[src/rtl/icetap_readout_if.sv]
// Bus bundle for icetap_readout: dump request, capture-RAM read port and TX byte stream.
// The master modport is the readout engine's view; slave is the surrounding logic's view.
interface icetap_readout_if #(
  parameter int unsigned NR_SIGNALS   = 16,
  parameter int unsigned RECORD_DEPTH = 256
) ();
  localparam int unsigned ADDR_BITS = $clog2(RECORD_DEPTH);

  logic                  dump_req;
  logic [ADDR_BITS-1:0]  start_addr;
  logic [ADDR_BITS-1:0]  stop_addr;
  logic                  rd_ena;
  logic [ADDR_BITS-1:0]  rd_addr;
  logic [NR_SIGNALS-1:0] rd_data;
  logic                  tx_valid;
  logic [7:0]            tx_data;
  logic                  tx_ready;
  logic                  busy;

  modport master (
    input  dump_req, start_addr, stop_addr, rd_data, tx_ready,
    output rd_ena, rd_addr, tx_valid, tx_data, busy
  );

  modport slave (
    output dump_req, start_addr, stop_addr, rd_data, tx_ready,
    input  rd_ena, rd_addr, tx_valid, tx_data, busy
  );
endinterface

[src/rtl/icetap_readout.sv]
// Capture-RAM dump engine: reads start..stop (wrapping) and frames samples as a byte stream.
// Optional CRC-8 byte before the trailer when ICETAP_READOUT_CRC_EN is defined.
module icetap_readout #(
  parameter int unsigned NR_SIGNALS   = 16,
  parameter int unsigned RECORD_DEPTH = 256
) (
  input  logic             scan_clk,
  input  logic             scan_reset,
  icetap_readout_if.master bus
);
  localparam int unsigned ADDR_BITS  = $clog2(RECORD_DEPTH);
  localparam int unsigned WORD_BYTES = (NR_SIGNALS + 7) / 8;
  localparam int unsigned WORD_W     = 8 * WORD_BYTES;
  localparam int unsigned CNT_W      = ADDR_BITS + 1;
  localparam logic [7:0]  LastByte   = 8'(WORD_BYTES - 1);

`ifdef ICETAP_READOUT_CRC_EN
  typedef enum logic [2:0] {StIdle, StHdr, StFetch, StWait, StSend, StTrl, StCrc} state_e;
`else
  typedef enum logic [2:0] {StIdle, StHdr, StFetch, StWait, StSend, StTrl} state_e;
`endif

  state_e               state_q, state_d;
  logic [ADDR_BITS-1:0] start_q, start_d;
  logic [CNT_W-1:0]     n_q, n_d;
  logic [CNT_W-1:0]     word_idx_q, word_idx_d;
  logic [7:0]           byte_idx_q, byte_idx_d;
  logic [WORD_W-1:0]    word_q, word_d;
  logic [ADDR_BITS-1:0] rd_addr_q, rd_addr_d;
  logic                 valid;
  logic [7:0]           data;
  logic                 rd_ena;
  logic [15:0]          n16;

`ifdef ICETAP_READOUT_CRC_EN
  logic [7:0] crc_q, crc_d;

  function automatic logic [7:0] crc8_next(input logic [7:0] crc, input logic [7:0] din);
    logic [7:0] c;
    c = crc ^ din;
    for (int i = 0; i < 8; i++) begin
      c = c[7] ? ({c[6:0], 1'b0} ^ 8'h07) : {c[6:0], 1'b0};
    end
    return c;
  endfunction
`endif

  assign n16 = 16'(n_q);

  always_comb begin
    state_d    = state_q;
    start_d    = start_q;
    n_d        = n_q;
    word_idx_d = word_idx_q;
    byte_idx_d = byte_idx_q;
    word_d     = word_q;
    rd_addr_d  = rd_addr_q;
    valid      = 1'b0;
    data       = 8'h00;
    rd_ena     = 1'b0;
`ifdef ICETAP_READOUT_CRC_EN
    crc_d      = crc_q;
`endif
    unique case (state_q)
      StIdle: begin
        if (bus.dump_req) begin
          start_d    = bus.start_addr;
          // Modular distance plus one: start==stop is 1, stop==start-1 is the full depth.
          n_d        = {1'b0, bus.stop_addr - bus.start_addr} + CNT_W'(1);
          word_idx_d = '0;
          byte_idx_d = '0;
`ifdef ICETAP_READOUT_CRC_EN
          crc_d      = '0;
`endif
          state_d    = StHdr;
        end
      end
      StHdr: begin
        valid = 1'b1;
        if (byte_idx_q == 8'd0)      data = 8'hA5;
        else if (byte_idx_q == 8'd1) data = n16[7:0];
        else                         data = n16[15:8];
        if (bus.tx_ready) begin
          if (byte_idx_q == 8'd2) begin
            byte_idx_d = '0;
            rd_addr_d  = start_q;
            state_d    = StFetch;
          end else begin
            byte_idx_d = byte_idx_q + 8'd1;
          end
        end
      end
      StFetch: begin
        rd_ena  = 1'b1;
        state_d = StWait;
      end
      StWait: begin
        word_d  = WORD_W'(bus.rd_data);
        state_d = StSend;
      end
      StSend: begin
        // Word register shifts right per transfer, so the low byte is always next.
        valid = 1'b1;
        data  = word_q[7:0];
        if (bus.tx_ready) begin
          word_d = word_q >> 8;
          if (byte_idx_q == LastByte) begin
            byte_idx_d = '0;
            if (word_idx_q == n_q - CNT_W'(1)) begin
`ifdef ICETAP_READOUT_CRC_EN
              state_d = StCrc;
`else
              state_d = StTrl;
`endif
            end else begin
              word_idx_d = word_idx_q + CNT_W'(1);
              rd_addr_d  = start_q + word_idx_d[ADDR_BITS-1:0];
              state_d    = StFetch;
            end
          end else begin
            byte_idx_d = byte_idx_q + 8'd1;
          end
        end
      end
`ifdef ICETAP_READOUT_CRC_EN
      StCrc: begin
        valid = 1'b1;
        data  = crc_q;
        if (bus.tx_ready) state_d = StTrl;
      end
`endif
      StTrl: begin
        valid = 1'b1;
        data  = 8'h5A;
        if (bus.tx_ready) state_d = StIdle;
      end
      default: state_d = StIdle;
    endcase
`ifdef ICETAP_READOUT_CRC_EN
    if (valid && bus.tx_ready && (state_q == StHdr || state_q == StSend)) begin
      crc_d = crc8_next(crc_q, data);
    end
`endif
  end

  always_ff @(posedge scan_clk) begin
    if (scan_reset) begin
      state_q    <= StIdle;
      start_q    <= '0;
      n_q        <= '0;
      word_idx_q <= '0;
      byte_idx_q <= '0;
      word_q     <= '0;
      rd_addr_q  <= '0;
`ifdef ICETAP_READOUT_CRC_EN
      crc_q      <= '0;
`endif
    end else begin
      state_q    <= state_d;
      start_q    <= start_d;
      n_q        <= n_d;
      word_idx_q <= word_idx_d;
      byte_idx_q <= byte_idx_d;
      word_q     <= word_d;
      rd_addr_q  <= rd_addr_d;
`ifdef ICETAP_READOUT_CRC_EN
      crc_q      <= crc_d;
`endif
    end
  end

  assign bus.tx_valid = valid;
  assign bus.tx_data  = data;
  assign bus.rd_ena   = rd_ena;
  assign bus.rd_addr  = rd_addr_q;
  assign bus.busy     = (state_q != StIdle);
endmodule

[src/flat_wrapper.sv]
// flat-port wrapper written by rule: the top's interface ports become plain ports
module icetap_readout_flat 
#(
  parameter int unsigned NR_SIGNALS   = 16,
  parameter int unsigned RECORD_DEPTH = 256
)
  (scan_clk, scan_reset, bus_dump_req, bus_start_addr, bus_stop_addr, bus_rd_data, bus_tx_ready, bus_rd_ena, bus_rd_addr, bus_tx_valid, bus_tx_data, bus_busy);
  icetap_readout_if #(.NR_SIGNALS(NR_SIGNALS), .RECORD_DEPTH(RECORD_DEPTH)) bus_i ();
  input  logic scan_clk;
  input  logic scan_reset;
  input wire logic [$bits(bus_i.dump_req)-1:0] bus_dump_req;
  input wire logic [$bits(bus_i.start_addr)-1:0] bus_start_addr;
  input wire logic [$bits(bus_i.stop_addr)-1:0] bus_stop_addr;
  input wire logic [$bits(bus_i.rd_data)-1:0] bus_rd_data;
  input wire logic [$bits(bus_i.tx_ready)-1:0] bus_tx_ready;
  output wire logic [$bits(bus_i.rd_ena)-1:0] bus_rd_ena;
  output wire logic [$bits(bus_i.rd_addr)-1:0] bus_rd_addr;
  output wire logic [$bits(bus_i.tx_valid)-1:0] bus_tx_valid;
  output wire logic [$bits(bus_i.tx_data)-1:0] bus_tx_data;
  output wire logic [$bits(bus_i.busy)-1:0] bus_busy;
  assign bus_i.dump_req = bus_dump_req;
  assign bus_i.start_addr = bus_start_addr;
  assign bus_i.stop_addr = bus_stop_addr;
  assign bus_i.rd_data = bus_rd_data;
  assign bus_i.tx_ready = bus_tx_ready;
  assign bus_rd_ena = bus_i.rd_ena;
  assign bus_rd_addr = bus_i.rd_addr;
  assign bus_tx_valid = bus_i.tx_valid;
  assign bus_tx_data = bus_i.tx_data;
  assign bus_busy = bus_i.busy;
  icetap_readout #(.NR_SIGNALS(NR_SIGNALS), .RECORD_DEPTH(RECORD_DEPTH)) u_core (.scan_clk(scan_clk), .scan_reset(scan_reset), .bus(bus_i));
endmodule
[config.mk]
export PLATFORM = sky130hd
export DESIGN_NAME = icetap_readout_flat
export DESIGN_NICKNAME = d
export VERILOG_FILES = /design/src/rtl/icetap_readout_if.sv /design/src/rtl/icetap_readout.sv /design/src/flat_wrapper.sv
export SDC_FILE = /design/constraint.sdc
export NUM_CORES = 1
export LEC_CHECK = 0
export ABC_AREA = 1
export CAP_MARGIN = 20
export CORE_MARGIN = 3
export CORE_UTILIZATION = 52
export CTS_BUF_LIST = sky130_fd_sc_hd__clkbuf_4
export DETAILED_ROUTE_END_ITERATION = 7
export MAX_ROUTING_LAYER = met4
export PLACE_DENSITY_LB_ADDON = 0.3
export SLEW_MARGIN = 30
export SYNTH_ARGS = -nofsm -noshare
export SYNTH_HDL_FRONTEND = slang
export SYNTH_SLANG_ARGS = --single-unit
[constraint.sdc]
create_clock -name scan_clk -period 2.2 [get_ports scan_clk]
set_input_delay 0.22 -clock scan_clk [delete_from_list [all_inputs] [get_ports scan_clk]]
set_output_delay 0.22 -clock scan_clk [all_outputs]
set_load 0.05 [all_outputs]
==> run summary <==
The run finished, with violations left. The final reports fail on design-rule violations, negative setup slack. The transition time at the pin with the least slew margin was 0.710 ns. The worst reg2reg path startpoint is u_core.word_idx_q[1]. The full die area came out at 9040 µm².

Share of flip-flops with an asynchronous set or reset after synthesis: 0%. The final-report hold violation count came out at 0. The total CTS buffers was 9; the number of I/O port buffers was 54. The initial antenna violation count is 0, and the max-capacitance violation count is 0. The run gives 3 as the maximum level of the CTS H-tree. The die is 95.1 µm wide.

At the worst endpoint, the required time is 2.53 ns. The internal power consumption is 2.91 mW. For the highest clock frequency the design can meet, the log shows 0.443 GHz. Walking the worst path, the cells encountered are inv_4, nor3_4, buf_6, xor2_1, inv_1, ha_4, nand2_4, nor3_4, nand2_1, nand3_2, inv_2, nand2_2, nand3_1, nand2_1, inv_2, nor2_2, nor2_1. At the end of routability-driven placement, the weighted congestion stood at 0.860. The run gives 1 as the detailed-route DRC error count. The worst-case IR drop observed on VDD is 416 µV. The warning count from the yosys run was 0.

The vias per cell is 5.40. The final layout contains routed wiring with a total length of 12.1 mm. In the post-synthesis netlist, the biggest area contributors are sky130_fd_sc_hd__dfxtp_1 (30%), sky130_fd_sc_hd__nand2_1 (17%), sky130_fd_sc_hd__nand3_1 (7.5%), sky130_fd_sc_hd__inv_1 (7.0%), sky130_fd_sc_hd__ha_1 (6.4%).

Of the synthesized area, sequential elements account for 29.6%. The clock insertion delay at the later pin of the skew report came out at 0.43 ns. By instance count, the leading cell after synthesis is sky130_fd_sc_hd__nand2_1.

Time the final worst path needs with I/O delays and setup: 2.26 ns. Cells with a size suffix above 1 make up 21.9% of the layout. The number of antenna diodes in the final layout is 0. The period utilization is 103%.

The count of pins over their slew limit was 0. The commonest cells after synthesis are sky130_fd_sc_hd__nand2_1 (182), sky130_fd_sc_hd__inv_1 (77), sky130_fd_sc_hd__nand3_1 (62). The proportion of power drawn by combinational gates was 51.9%; the cell area after synthesis was 4130 µm². The number of nets in the synthesized netlist is 693. The wire-length estimate of the detail-placed layout is 8.65 mm. The tools report the tightest slew margin relative to the limit as 52.6%.

After detailed routing, the average wire length per cell comes to 14.4 µm. The wire length of the first global-routing pass was 19.2 mm. Final count of negative-setup-slack endpoints: 3. The analysis attributes to cell leakage a power of 2.56 nW. The number of cells on the worst reg-to-reg path is 17. The net count of the finished layout is 795. Among cell families on the critical path, the largest total delay comes from simple AND/OR/NAND/NOR gates.

The worst setup path is captured at a flop. At the end of the flow the core is filled with cells to 76.1%. The total negative slack is -0.0974 ns.

Dividing total power by cell area gives a power density of 915 nW/µm². Total of flip-flops plus latches after synthesis: 61. For this run, the total global-route usage over all layers was measured as 27.9%.

The number of hold buffers added after CTS was 0. The number of enable flip-flop cells after synthesis is 0, and the portion of synthesized cell area occupied by the leading cell type is 29.6%. The row count was 31.

In this run, distinct cell masters in the synthesized netlist total 37. The delay of the slowest cell on the worst path works out to 0.39 ns. Of all nets on the critical path, the largest fanout is 4.

The worst setup path is launched from a flop. The area of the core is 7490 µm², and the switching power summed over all nets is 2.30 mW. The clock-pin slew on the worst setup and hold paths works out to 0.12 ns. TritonCTS built the clock tree. The gate count after technology mapping was 634; the endpoint arrival time on the critical path was 2.59 ns. The total vias in the final route is 4,534.

The buffering stage count on the worst path with inverters included is 5, and the largest net degree at the start of global routing is 28. The path with the worst hold slack has its endpoint at u_core.word_q[12]. Once the floorplan was initialized, standard cells occupied 55.1% of the core.

The main flop type after synthesis was sky130_fd_sc_hd__dfxtp_1. The number of global-route vias before repair is 4,134, and the detailed router's first-iteration violation count is 333. The class of the most critical hold timing path is primary input to flop. For this design the top-level I/O count stands at 55. Per report_power, the clock group accounts for 20.2% of the total. The worst hold path begins at bus_rd_data[12]. The clock drives 61 sinks. Clock tree synthesis selected as its root buffer the cell sky130_fd_sc_hd__clkbuf_4. The die is 95.1 µm tall. The area growth from synthesis to layout is 38.0%.

Dividing the synthesized area by the synthesized cell count gives 6.51 µm². The maximum clock insertion buffer count came out at 2. By startpoint and endpoint, the worst setup path is classified as flop to flop.

Summed over all layers, the global routing overflow is 0. Counting instances, the worst hold path has a depth of 3. The count of nets left with antenna violations once routing finished came out at 0. Of all cell types, the one taking the most synthesized area is sky130_fd_sc_hd__dfxtp_1. The run gives 27.9% as the sequential cell fraction of total power. The logs give 0.0198 ns for the largest clock skew in the final design and -0.142 ns for the post-placement setup slack. Length of the first detailed-routing pass in iterations: 7. Net switching is 44.1% of the power. Setup repair after global routing could not meet its margin everywhere.

For this design, the slowest cell found on the critical path is sky130_fd_sc_hd__dfxtp_4. In this run the register-to-register setup slack is -0.06 ns. In this run the critical register-to-register path is captured at u_core.bus.rd_addr[7]. The worst setup margin was -0.0588 ns.
[layout make-up]
cell class                 instances  area [µm²]
inverter                          84         320
sequential                        61        1240
tap                               99         124
clock inverter                     7         124
fill                             571        1790
timing repair buffer             107        1050
multi-input combinational        473        2770
clock buffer                       9        67.6
[metrics by stage]
stage / hold slack [ns] / instances / power [mW] / area, µm²
after floorplan: 0.333 / 634 / 3.05 / 4140
final: 0.343 / 840 / 5.21 / 5690
after CTS: 0.337 / 835 / 5.03 / 5500
after detailed placement: 0.454 / 806 / 3.84 / 5060
after global routing: 0.331 / 840 / 5.55 / 5690
after global placement: 0.450 / 806 / 3.76 / 5060
[logic make-up (layout without fill, tap and decap cells)]
group,after synthesis,after routing,share of synthesized area (%)
DFF,61,61,29.6
and+or+nand+nor,332,332,35.7
adders and majority gates,23,23,7.34
AOI/OAI and AO/OA,102,102,13.9
buffers and inverters,100,207,9.73
xor gates and xnor gates,16,16,3.73
[per-layer routing]
layer / vias to the layer above / global-route usage (%) / part of all wire (%) / routed length (µm)
met3: 18 / 4.58 / 5.8 / 695
met4: 0 / 7.57 / 1.5 / 177
met5: - / - / 0 / 0
li1: 2272 / - / - / -
met1: 2081 / 35.2 / 44 / 5270
met2: 163 / 46.2 / 49 / 5920
[worst min-delay path: cells and delay by family]
kind                   cells  cell delay [ns]
and+or+nand+nor            1             0.07
AOI/OAI and AO/OA          1             0.05
buffers and inverters      1             0.39
[sequential cells by signal (all words and copies together), names as in the netlist]
| register | cells |
|---|---|
| u_core.state_q | 3 |
| u_core.start_q | 8 |
| u_core.n_q | 9 |
| u_core.word_q | 16 |
| u_core.word_idx_q | 9 |
| u_core.byte_idx_q | 8 |
| u_core.bus.rd_addr | 8 |
[what timing repair did]
action                                 4_1_cts  5_1_grt
cloned                                       0        0
endpoints found under the hold margin        0        0
resized for setup                           30       57
pin swaps                                   10       22
setup endpoints to repair                   11       24
buffers inserted                            13        5
[how the worst max path moves through the flow]
stage / slack, ns / from / depth (start not counted) / to
after floorplan: -0.15 / u_core.state_q[0] / 4 / bus_tx_data[1]
after global placement: -0.06 / bus_start_addr[0] / 14 / u_core.n_q[7]
after detailed placement: -0.14 / bus_start_addr[0] / 12 / u_core.n_q[6]
after CTS: 0.0001 / u_core.word_idx_q[1] / 17 / u_core.bus.rd_addr[7]
after global routing: -0.17 / u_core.word_idx_q[1] / 19 / u_core.bus.rd_addr[7]
final: -0.06 / u_core.word_idx_q[1] / 17 / u_core.bus.rd_addr[7]
[cells in the final DEF, fill, tap and decap left out, drive strengths merged]
cell type / n
nand2: 188
or2: 4
dlymetal6s2s: 1
a21boi: 1
xnor3: 1
nand3b: 1
o21ai: 32
xor2: 11
clkbuf: 10
buf: 60
a31oi: 9
nand3: 62
inv: 83
clkinvlp: 1
nand4: 12
o31ai: 4
clkinv: 4
fa: 2
o22ai: 5
dfxtp: 61
nor3b: 1
bufinv: 3
dlygate4sd2: 1
ha: 21
o211ai: 3
nor3: 9
nor2: 55
o21a: 5
a21oi: 43
xnor2: 4
clkdlybuf4s50: 44
[power by group through the flow]
stage / logic (mW) / clock network, mW / registers [mW]
detailed placement: 2.40 / 0 / 1.44
CTS: 2.54 / 1.06 / 1.44
global placement: 2.32 / 0 / 1.44
floorplan: 1.58 / 0 / 1.48
finish: 2.70 / 1.05 / 1.46
global route: 2.96 / 1.11 / 1.47
Power figures use the tool's default switching activity.
